File: src/rtl/mem_port_arbiter_if.sv
// Bus bundle between the IF/MEM requesters, the byte-wide RAM and mem_port_arbiter.
interface mem_port_arbiter_if #(
  parameter int unsigned ADDR_W = 32
);
  logic              if_req;
  logic [31:0]       if_addr;
  logic              if_flush;
  logic              if_done;
  logic [31:0]       if_data;
  logic              mem_req;
  logic              mem_we;
  logic [1:0]        mem_len;
  logic [31:0]       mem_addr;
  logic [31:0]       mem_wdata;
  logic              mem_done;
  logic [31:0]       mem_rdata;
  logic [1:0]        grant;
  logic [7:0]        ram_din;
  logic [7:0]        ram_dout;
  logic [ADDR_W-1:0] ram_a;
  logic              ram_wr;

  modport slave (
    input  if_req, if_addr, if_flush, mem_req, mem_we, mem_len, mem_addr, mem_wdata, ram_din,
    output if_done, if_data, mem_done, mem_rdata, grant, ram_dout, ram_a, ram_wr
  );

  modport master (
    output if_req, if_addr, if_flush, mem_req, mem_we, mem_len, mem_addr, mem_wdata, ram_din,
    input  if_done, if_data, mem_done, mem_rdata, grant, ram_dout, ram_a, ram_wr
  );
endinterface

File: src/rtl/mem_port_arbiter.sv
// Shares one byte-wide RAM port between IF fetches and MEM accesses, sequencing bytes little-endian.
// Define MEM_PREEMPT_EN to let a MEM request abandon an in-flight IF fetch.
module mem_port_arbiter #(
  parameter int unsigned ADDR_W = 32
) (
  input  logic               clk,
  input  logic               rst,
  input  logic               rdy,
  mem_port_arbiter_if.slave  bus
);

  localparam int unsigned CNT_W = 3;

  typedef enum logic [1:0] {
    S_IDLE   = 2'd0,
    S_IF_RD  = 2'd1,
    S_MEM_RD = 2'd2,
    S_MEM_WR = 2'd3
  } state_t;

  state_t            r_state,     w_state;
  logic [1:0]        r_grant,     w_grant;
  logic [ADDR_W-1:0] r_ram_a,     w_ram_a;
  logic [7:0]        r_ram_dout,  w_ram_dout;
  logic              r_ram_wr,    w_ram_wr;
  logic              r_if_done,   w_if_done;
  logic              r_mem_done,  w_mem_done;
  logic [31:0]       r_if_data,   w_if_data;
  logic [31:0]       r_mem_rdata, w_mem_rdata;
  logic [31:0]       r_buf,       w_buf;
  logic [CNT_W-1:0]  r_cnt,       w_cnt;
  logic [CNT_W-1:0]  r_len,       w_len;

  logic [CNT_W-1:0]  w_step;
  logic [1:0]        w_byte_idx;
  logic [1:0]        w_wr_sel;
  logic [7:0]        w_wr_byte;
  logic [31:0]       w_rd_word;
  logic [CNT_W-1:0]  w_mem_n;
  logic              w_mem_elig;
  logic              w_if_elig;
  logic              w_take_mem;

  // r_cnt counts edges since the grant edge minus one; w_step is the edge index being taken now
  assign w_step     = r_cnt + CNT_W'(1);
  assign w_byte_idx = 2'(r_cnt - CNT_W'(1));
  assign w_wr_sel   = w_step[1:0];
  assign w_wr_byte  = 8'(bus.mem_wdata >> {w_wr_sel, 3'b000});
  assign w_mem_n    = (bus.mem_len == 2'b00) ? CNT_W'(1) :
                      (bus.mem_len == 2'b01) ? CNT_W'(2) : CNT_W'(4);
  assign w_mem_elig = bus.mem_req && !r_mem_done;
  assign w_if_elig  = bus.if_req && !r_if_done;

  // Assembly buffer with the byte arriving on ram_din this edge merged in
  always_comb begin
    w_rd_word = r_buf;
    case (w_byte_idx)
      2'd0:    w_rd_word[7:0]   = bus.ram_din;
      2'd1:    w_rd_word[15:8]  = bus.ram_din;
      2'd2:    w_rd_word[23:16] = bus.ram_din;
      default: w_rd_word[31:24] = bus.ram_din;
    endcase
  end

  always_comb begin
    w_state     = r_state;
    w_grant     = r_grant;
    w_ram_a     = r_ram_a;
    w_ram_dout  = r_ram_dout;
    w_ram_wr    = r_ram_wr;
    w_if_done   = 1'b0;
    w_mem_done  = 1'b0;
    w_if_data   = r_if_data;
    w_mem_rdata = r_mem_rdata;
    w_buf       = r_buf;
    w_cnt       = r_cnt;
    w_len       = r_len;
    w_take_mem  = 1'b0;

    case (r_state)
      S_IDLE: begin
        if (w_mem_elig) begin
          w_take_mem = 1'b1;
        end else if (w_if_elig) begin
          w_state = S_IF_RD;
          w_grant = 2'b01;
          w_ram_a = ADDR_W'(bus.if_addr);
          w_buf   = '0;
          w_cnt   = '0;
          w_len   = CNT_W'(4);
        end
      end

      S_IF_RD: begin
        if (bus.if_flush) begin
          w_state = S_IDLE;
          w_grant = 2'b00;
          w_cnt   = '0;
`ifdef MEM_PREEMPT_EN
        end else if (w_mem_elig && (r_cnt != r_len)) begin
          w_take_mem = 1'b1;
`endif
        end else begin
          if (r_cnt != '0) w_buf = w_rd_word;
          if (r_cnt == r_len) begin
            w_state   = S_IDLE;
            w_grant   = 2'b00;
            w_if_data = w_rd_word;
            w_if_done = 1'b1;
            w_cnt     = '0;
          end else begin
            w_cnt = w_step;
            if (w_step < r_len) w_ram_a = r_ram_a + ADDR_W'(1);
          end
        end
      end

      S_MEM_RD: begin
        if (r_cnt != '0) w_buf = w_rd_word;
        if (r_cnt == r_len) begin
          w_state     = S_IDLE;
          w_grant     = 2'b00;
          w_mem_rdata = w_rd_word;
          w_mem_done  = 1'b1;
          w_cnt       = '0;
        end else begin
          w_cnt = w_step;
          if (w_step < r_len) w_ram_a = r_ram_a + ADDR_W'(1);
        end
      end

      S_MEM_WR: begin
        if (w_step == r_len) begin
          w_state    = S_IDLE;
          w_grant    = 2'b00;
          w_ram_wr   = 1'b0;
          w_mem_done = 1'b1;
          w_cnt      = '0;
        end else begin
          w_cnt      = w_step;
          w_ram_a    = r_ram_a + ADDR_W'(1);
          w_ram_dout = w_wr_byte;
          w_ram_wr   = 1'b1;
        end
      end

      default: begin
        w_state = S_IDLE;
        w_grant = 2'b00;
      end
    endcase

    // MEM grant edge, reached from IDLE or by pre-empting an IF fetch
    if (w_take_mem) begin
      w_grant = 2'b10;
      w_ram_a = ADDR_W'(bus.mem_addr);
      w_cnt   = '0;
      w_len   = w_mem_n;
      w_buf   = '0;
      if (bus.mem_we) begin
        w_state    = S_MEM_WR;
        w_ram_wr   = 1'b1;
        w_ram_dout = bus.mem_wdata[7:0];
      end else begin
        w_state = S_MEM_RD;
      end
    end
  end

  always_ff @(posedge clk) begin
    if (rst) begin
      r_state     <= S_IDLE;
      r_grant     <= 2'b00;
      r_ram_a     <= '0;
      r_ram_dout  <= '0;
      r_ram_wr    <= 1'b0;
      r_if_done   <= 1'b0;
      r_mem_done  <= 1'b0;
      r_if_data   <= '0;
      r_mem_rdata <= '0;
      r_buf       <= '0;
      r_cnt       <= '0;
      r_len       <= '0;
    end else if (rdy) begin
      r_state     <= w_state;
      r_grant     <= w_grant;
      r_ram_a     <= w_ram_a;
      r_ram_dout  <= w_ram_dout;
      r_ram_wr    <= w_ram_wr;
      r_if_done   <= w_if_done;
      r_mem_done  <= w_mem_done;
      r_if_data   <= w_if_data;
      r_mem_rdata <= w_mem_rdata;
      r_buf       <= w_buf;
      r_cnt       <= w_cnt;
      r_len       <= w_len;
    end
  end

  // A frozen write must not strobe the RAM; the pending byte is written on resume
  assign bus.ram_wr    = r_ram_wr & rdy;
  assign bus.ram_a     = r_ram_a;
  assign bus.ram_dout  = r_ram_dout;
  assign bus.grant     = r_grant;
  assign bus.if_done   = r_if_done;
  assign bus.if_data   = r_if_data;
  assign bus.mem_done  = r_mem_done;
  assign bus.mem_rdata = r_mem_rdata;

endmodule

File: src/flat_wrapper.sv
// flat-port wrapper written by rule: the top's interface ports become plain ports
module mem_port_arbiter_flat 
#(
  parameter int unsigned ADDR_W = 32
)
  (clk, rst, rdy, bus_if_req, bus_if_addr, bus_if_flush, bus_mem_req, bus_mem_we, bus_mem_len, bus_mem_addr, bus_mem_wdata, bus_ram_din, bus_if_done, bus_if_data, bus_mem_done, bus_mem_rdata, bus_grant, bus_ram_dout, bus_ram_a, bus_ram_wr);
  mem_port_arbiter_if #(.ADDR_W(ADDR_W)) bus_i ();
  input  logic clk;
  input  logic rst;
  input  logic rdy;
  input wire logic [$bits(bus_i.if_req)-1:0] bus_if_req;
  input wire logic [$bits(bus_i.if_addr)-1:0] bus_if_addr;
  input wire logic [$bits(bus_i.if_flush)-1:0] bus_if_flush;
  input wire logic [$bits(bus_i.mem_req)-1:0] bus_mem_req;
  input wire logic [$bits(bus_i.mem_we)-1:0] bus_mem_we;
  input wire logic [$bits(bus_i.mem_len)-1:0] bus_mem_len;
  input wire logic [$bits(bus_i.mem_addr)-1:0] bus_mem_addr;
  input wire logic [$bits(bus_i.mem_wdata)-1:0] bus_mem_wdata;
  input wire logic [$bits(bus_i.ram_din)-1:0] bus_ram_din;
  output wire logic [$bits(bus_i.if_done)-1:0] bus_if_done;
  output wire logic [$bits(bus_i.if_data)-1:0] bus_if_data;
  output wire logic [$bits(bus_i.mem_done)-1:0] bus_mem_done;
  output wire logic [$bits(bus_i.mem_rdata)-1:0] bus_mem_rdata;
  output wire logic [$bits(bus_i.grant)-1:0] bus_grant;
  output wire logic [$bits(bus_i.ram_dout)-1:0] bus_ram_dout;
  output wire logic [$bits(bus_i.ram_a)-1:0] bus_ram_a;
  output wire logic [$bits(bus_i.ram_wr)-1:0] bus_ram_wr;
  assign bus_i.if_req = bus_if_req;
  assign bus_i.if_addr = bus_if_addr;
  assign bus_i.if_flush = bus_if_flush;
  assign bus_i.mem_req = bus_mem_req;
  assign bus_i.mem_we = bus_mem_we;
  assign bus_i.mem_len = bus_mem_len;
  assign bus_i.mem_addr = bus_mem_addr;
  assign bus_i.mem_wdata = bus_mem_wdata;
  assign bus_i.ram_din = bus_ram_din;
  assign bus_if_done = bus_i.if_done;
  assign bus_if_data = bus_i.if_data;
  assign bus_mem_done = bus_i.mem_done;
  assign bus_mem_rdata = bus_i.mem_rdata;
  assign bus_grant = bus_i.grant;
  assign bus_ram_dout = bus_i.ram_dout;
  assign bus_ram_a = bus_i.ram_a;
  assign bus_ram_wr = bus_i.ram_wr;
  mem_port_arbiter #(.ADDR_W(ADDR_W)) u_core (.clk(clk), .rst(rst), .rdy(rdy), .bus(bus_i));
endmodule
File: config.mk
export PLATFORM = sky130hd
export DESIGN_NAME = mem_port_arbiter_flat
export DESIGN_NICKNAME = d
export VERILOG_FILES = /design/src/rtl/mem_port_arbiter_if.sv /design/src/rtl/mem_port_arbiter.sv /design/src/flat_wrapper.sv
export SDC_FILE = /design/constraint.sdc
export NUM_CORES = 1
export LEC_CHECK = 0
export BUFFER_PORTS_ARGS = -buffer_cell sky130_fd_sc_hd__buf_2
export CAP_MARGIN = 20
export CORE_MARGIN = 4
export CORE_UTILIZATION = 40
export CTS_CLUSTER_SIZE = 24
export DETAILED_ROUTE_END_ITERATION = 12
export PLACE_DENSITY = 0.67
export SYNTH_ARGS = -nofsm -noshare
export SYNTH_HDL_FRONTEND = slang
export SYNTH_SLANG_ARGS = --single-unit
File: constraint.sdc
create_clock -name clk -period 3.6 [get_ports clk]
set_input_delay 0.18 -clock clk [delete_from_list [all_inputs] [get_ports clk]]
set_output_delay 0.18 -clock clk [all_outputs]
set_load 0.05 [all_outputs]
After elaboration in Yosys (flattened, before gate mapping)
Index checks and enable logic that the tools add are counted. W data, S select, Z words.

Logic and storage cells: 110. Register bits after elaboration: 149. Input bits: 113. Output and inout port bits: 109.

Bitwise logic cells: 2. Reductions and logical operators: 19. Equal/unequal tests: 14. Shift operators: 1. Add/subtract/negate cells: 3. Order comparisons: 1. Multiplexer cells: 58.

Operators with widths (count): $mux W32 (12); $pmux W32 S4 (1); $pmux W32 S3 (1); $mux W8 (8); $mux W3 (12); $add A32 B1 Y32 const B (1); $shr A32 B5 Y8 (1); $mux W2 (9); $pmux W2 S4 (2); $pmux W3 S4 (1); $reduce_and A4 Y1 (3); $mux W1 (11); $reduce_and A5 Y1 (2); $eq A2 B1 Y1 const B (3); $eq A2 B2 Y1 const B (3); $eq A3 B3 Y1 (2); $logic_not A2 Y1 (3); $ne A3 B1 Y1 const B (2); $ne A3 B2 Y1 const B (2); $reduce_and A3 Y1 (2); $reduce_bool A2 Y1 (2); $reduce_bool A4 Y1 (1); $add A3 B1 Y3 const B (1); $lt A3 B3 Y1 (1); 10 further kinds (12).

Depth between registers and ports, before layout
Depth after elaboration: 8. Mapped depth: 11. Mapped depth without buffers: 8.

Worst setup path before layout
OpenSTA, ideal clock, no wires.

Path type: register to register. Start point: register u_core.r_cnt[0]. End point: register u_core.r_ram_a[19], in the netlist u_core.bus.ram_a[19]. Library setup time: 80 ps. Data arrival time: 2476 ps. Period minus slack after synthesis: 2555 ps. Required time: 3520 ps. Cell stages (with the launch flop): 11. Path slack: 1045 ps. Path buffers: 2. Path through: dfxtp_1 inv_1 clkbuf_1 ha_1 ha_1 nand4_1 nand2_1 o31ai_1 clkbuf_1 a31oi_1 a211oi_2.

Cells in the longest elaborated chain, start to end: 7. Elaborated cells on any way between the ends: 11. Classes of those cells: 1 x add/sub; 1 x order compare; 3 x eq/ne; 5 x mux; 1 x reduce/logical.

Ends and longest elaborated chain: start: declaration (RTL line mem_port_arbiter.sv:31) `logic [CNT_W-1:0] r_cnt, w_cnt;`; start signal: assignment (RTL line mem_port_arbiter.sv:195) `r_cnt <= w_cnt;`; $add A3 B1 Y3 (RTL line mem_port_arbiter.sv:45) `assign w_step = r_cnt + CNT_W'(1);`; $lt A3 B3 Y1 (RTL line mem_port_arbiter.sv:113, mem_port_arbiter.sv:128); $mux W32 (3 in a row); $pmux W32 S4; $mux W32; end signal: assignment (RTL line mem_port_arbiter.sv:187) `r_ram_a <= w_ram_a;`; end: declaration (RTL line mem_port_arbiter.sv:23) `logic [ADDR_W-1:0] r_ram_a, w_ram_a;`.

Several ways; a longest one is shown, not always the timed one. The select of a mux whose other input is x is not followed. A chain may end at the register's enable or synchronous reset.

Worst setup path in the final report
Start point: register u_core.r_cnt[0]. End point: register u_core.r_ram_a[31], in the netlist u_core.bus.ram_a[31].

Same word-level chain as after synthesis.

==> impl_metrics.env <==
export IMPL_drive_above_1_share_pct=27.9
export IMPL_crit_type="flip-flop to flip-flop"
export IMPL_fp_dieW_um=145
export IMPL_stdcell_count=1303
export IMPL_syn_cell_area_sq_mm=0.00751
export IMPL_die_area_sq_mm=0.0210
export IMPL_fin_crit_sh_pct=78.9
export IMPL_vias_per_cell=5.70
export IMPL_grt_max_degree=146
export IMPL_overflow=0
export IMPL_fmaxAchievable_ghz=0.352
export IMPL_critPathRequiredTime_ns=3.93
export IMPL_hold_viol=0
export IMPL_gp_congestion=0.852
export IMPL_startpoint="u_core.r_cnt[0]$_SDFFE_PP0P_"
export IMPL_clock_latency_ns=0.43
export IMPL_hp_class="input pin to flip-flop"
export IMPL_async_flop_share_pct=0
export IMPL_cts_setup_buffers=0
export IMPL_cp_arrival_ns=3.17
export IMPL_drc=0
export IMPL_reg2reg_from="u_core.r_cnt[0]$_SDFFE_PP0P_"
export IMPL_synth_flop_cell="dfxtp_1"
export IMPL_nNetsFinal=1189
export IMPL_htree_num_levels=4
export IMPL_worst_pin_slew_ns=1.02
export IMPL_peakVddDrop_mv=0.341
export IMPL_rsz0062_at_grt="false"
export IMPL_ios=222
export IMPL_core_area_sq_mm=0.0182
export IMPL_fin_setup_tns_ns=0
export IMPL_ys_seq_area_share_pct=39.7
export IMPL_min_delay_start="bus_mem_len[1]"
export IMPL_root_buffer="clkbuf_16"
export IMPL_start_util_pct=41.2
export IMPL_crit_path_max_fanout=21
export IMPL_grt_pass1_wl_mm=36.5
export IMPL_yosysWarnings=0
export IMPL_synth_cells=889
export IMPL_cp_end_kind="flip-flop"
export IMPL_leakagePower_uw=0.00377
export IMPL_die_h_um=145
export IMPL_outcome="finished, final reports clean"
export IMPL_timing_final_crit_period_ns=2.84
export IMPL_grt_pass1_vias=6998
export IMPL_drv_cap=0
export IMPL_final_setup_viol_count=0
export IMPL_placedCellCount=1271
export IMPL_dp_slack_ns=0.808
export IMPL_drv_slew=0
export IMPL_synth_cell_types=61
export IMPL_drtIter0Drc=549
export IMPL_io_buffers=221
export IMPL_grt_util_all_layers_pct=20.8
export IMPL_dp_hpwl_mm=15.7
export IMPL_clkSinkCount=149
export IMPL_finClkSkew_ns=0.00964
export IMPL_setup_ws_ns=0.760
export IMPL_critPathLaunchType="flip-flop"
export IMPL_numCtsBuffers=17
export IMPL_ys_seq_elements=149
export IMPL_synth_edf_count=0
export IMPL_dr_pass1_iters=5
export IMPL_fp_row_count=49
export IMPL_clk_pin_slew_ns=0.06
export IMPL_final_antenna_net_count=0
export IMPL_antenna_found_initial=1
export IMPL_wirelength_mm=22.6
export IMPL_power_density_mw_per_mm2=519
export IMPL_wl_per_cell_um=17.4
export IMPL_synth_area_per_cell_sq_um=8.45
export IMPL_relSlewSlack_pct=32.0
export IMPL_clockBufferDepth=2
export IMPL_cts_tree="yes"
export IMPL_r2r_slack_ns=0.76
export IMPL_synth_net_count=1016
export IMPL_num_vias=7426
export IMPL_area_delta_synth_final_pct=24.4
-- cell usage after synthesis, types with 6 or more instances --
cell	count	area share, %
a21oi_1	35	2.3
a22oi_1	36	3.6
nor2_1	120	6.0
nor3_1	9	0.60
buf_2	18	1.2
nand2_1	82	4.1
inv_1	27	1.3
buf_1	19	0.95
nand3_1	28	1.9
a211oi_1	74	7.4
dfxtp_1	149	40
a31oi_1	19	1.6
mux2_2	6	0.90
a221oi_1	9	1.0
ha_1	14	2.3
nand4_1	11	0.92
o32ai_1	6	0.70
o22ai_1	9	0.75
mux2i_1	43	5.7
o31ai_1	14	1.4
clkbuf_1	39	1.9
o211ai_1	9	0.90
o21ai_0	29	1.9
o31a_1	6	0.70
a211oi_2	10	1.7
-- final timing paths --
path                                             to  depth (start not counted)
hold / removal         u_core.r_len[0]$_SDFFE_PP0P_                          4
setup / recovery  u_core.bus.ram_a[31]$_SDFFE_PP0P_                          9
hold reg to reg    u_core.bus.grant[1]$_SDFFE_PP0P_                          2
setup reg to reg  u_core.bus.ram_a[31]$_SDFFE_PP0P_                          9
-- per-layer routing --
layer  GRT usage [%]  wire length, um  vias up
li1                -                -     3633
met1            27.9            10100     3491
met2            32.7            10600      266
met3            5.05             1370       36
met4            8.12              503        0
met5               0                0        -
-- kinds of logic (layout without fill, tap and decap cells) --
group,Yosys count,count (layout),synth area share [%]
fa+ha+maj,14,14,2.33
compound gates,280,280,27.0
flops,149,149,39.7
mux,49,49,6.63
simple gates,285,285,17.9
buf+inv,109,293,6.00
other cells,0,1,0
xor+xnor,3,3,0.350
-- what timing repair did --
item	4_1_cts	5_1_grt
gates resized for setup	0	0
endpoints found under the hold margin	1	0
hold buffers	1	0
-- worst max-delay path, cell delays in order (launching register included) --
cell     delay (ns)
dfxtp_1        0.46
inv_1          0.09
ha_1           0.32
ha_1           0.32
nand4_1        0.17
nand2_1        0.11
o31ai_2        0.22
buf_4          0.29
nand2_1        0.37
o32ai_1        0.39
-- stage by stage --
stage / power [uW] / util [%] / hold slack, ns / instance area (sq um)
after CTS: 4880 / 51.3 / 0.0484 / 9340
after floorplan: 2640 / - / 0.328 / 7510
after global routing: 5050 / 51.3 / 0.0802 / 9350
after global placement: 2930 / 47.8 / 0.434 / 8700
final: 4850 / 51.3 / 0.0638 / 9350
after detailed placement: 2940 / 47.8 / 0.447 / 8700
-- cells in the final DEF, fill, tap and decap left out, drive strengths merged, types with 9 or more instances in the layout --
cell	count
buf	234
o21ai	30
nor2	121
ha	14
a22oi	36
inv	30
clkbuf	18
nor3	9
a211oi	84
nand3	28
nand2	82
nand4	12
dfxtp	149
mux2i	43
a31oi	19
a221oi	9
a21oi	35
o211ai	9
o22ai	9
o31ai	15
-- registers in the layout (all words and copies together) (netlist names) --
register and count:
u_core.r_ram_wr 1, u_core.r_buf 32, u_core.bus.ram_dout 8, u_core.bus.ram_a 32, u_core.bus.if_done 1, u_core.bus.if_data 32, u_core.bus.mem_rdata 32, u_core.bus.grant 2
u_core.bus.mem_done 1, u_core.r_len 3, u_core.r_cnt 3, u_core.r_state 2
-- area by class of cell --
class | instances | area [sq um]
antenna | 1 | 2.50
multi-input combinational | 631 | 4100
sequential | 149 | 2980
fill | 1786 | 8860
inverter | 28 | 105
clock inverter | 12 | 204
timing repair buffer | 235 | 1240
clock buffer | 18 | 429
tap | 229 | 287
-- power by group --
| part | switching [uW] | total (uW) | leakage (uW) | internal (uW) |
|---|---|---|---|---|
| Sequential | 94.5 | 1840 | 0.00121 | 1740 |
| Clock | 717 | 1940 | 0.000299 | 1230 |
| Combinational | 763 | 1070 | 0.00226 | 307 |
| Total | 1580 | 4850 | 0.00377 | 3270 |
(Power assumes the default switching activity.)
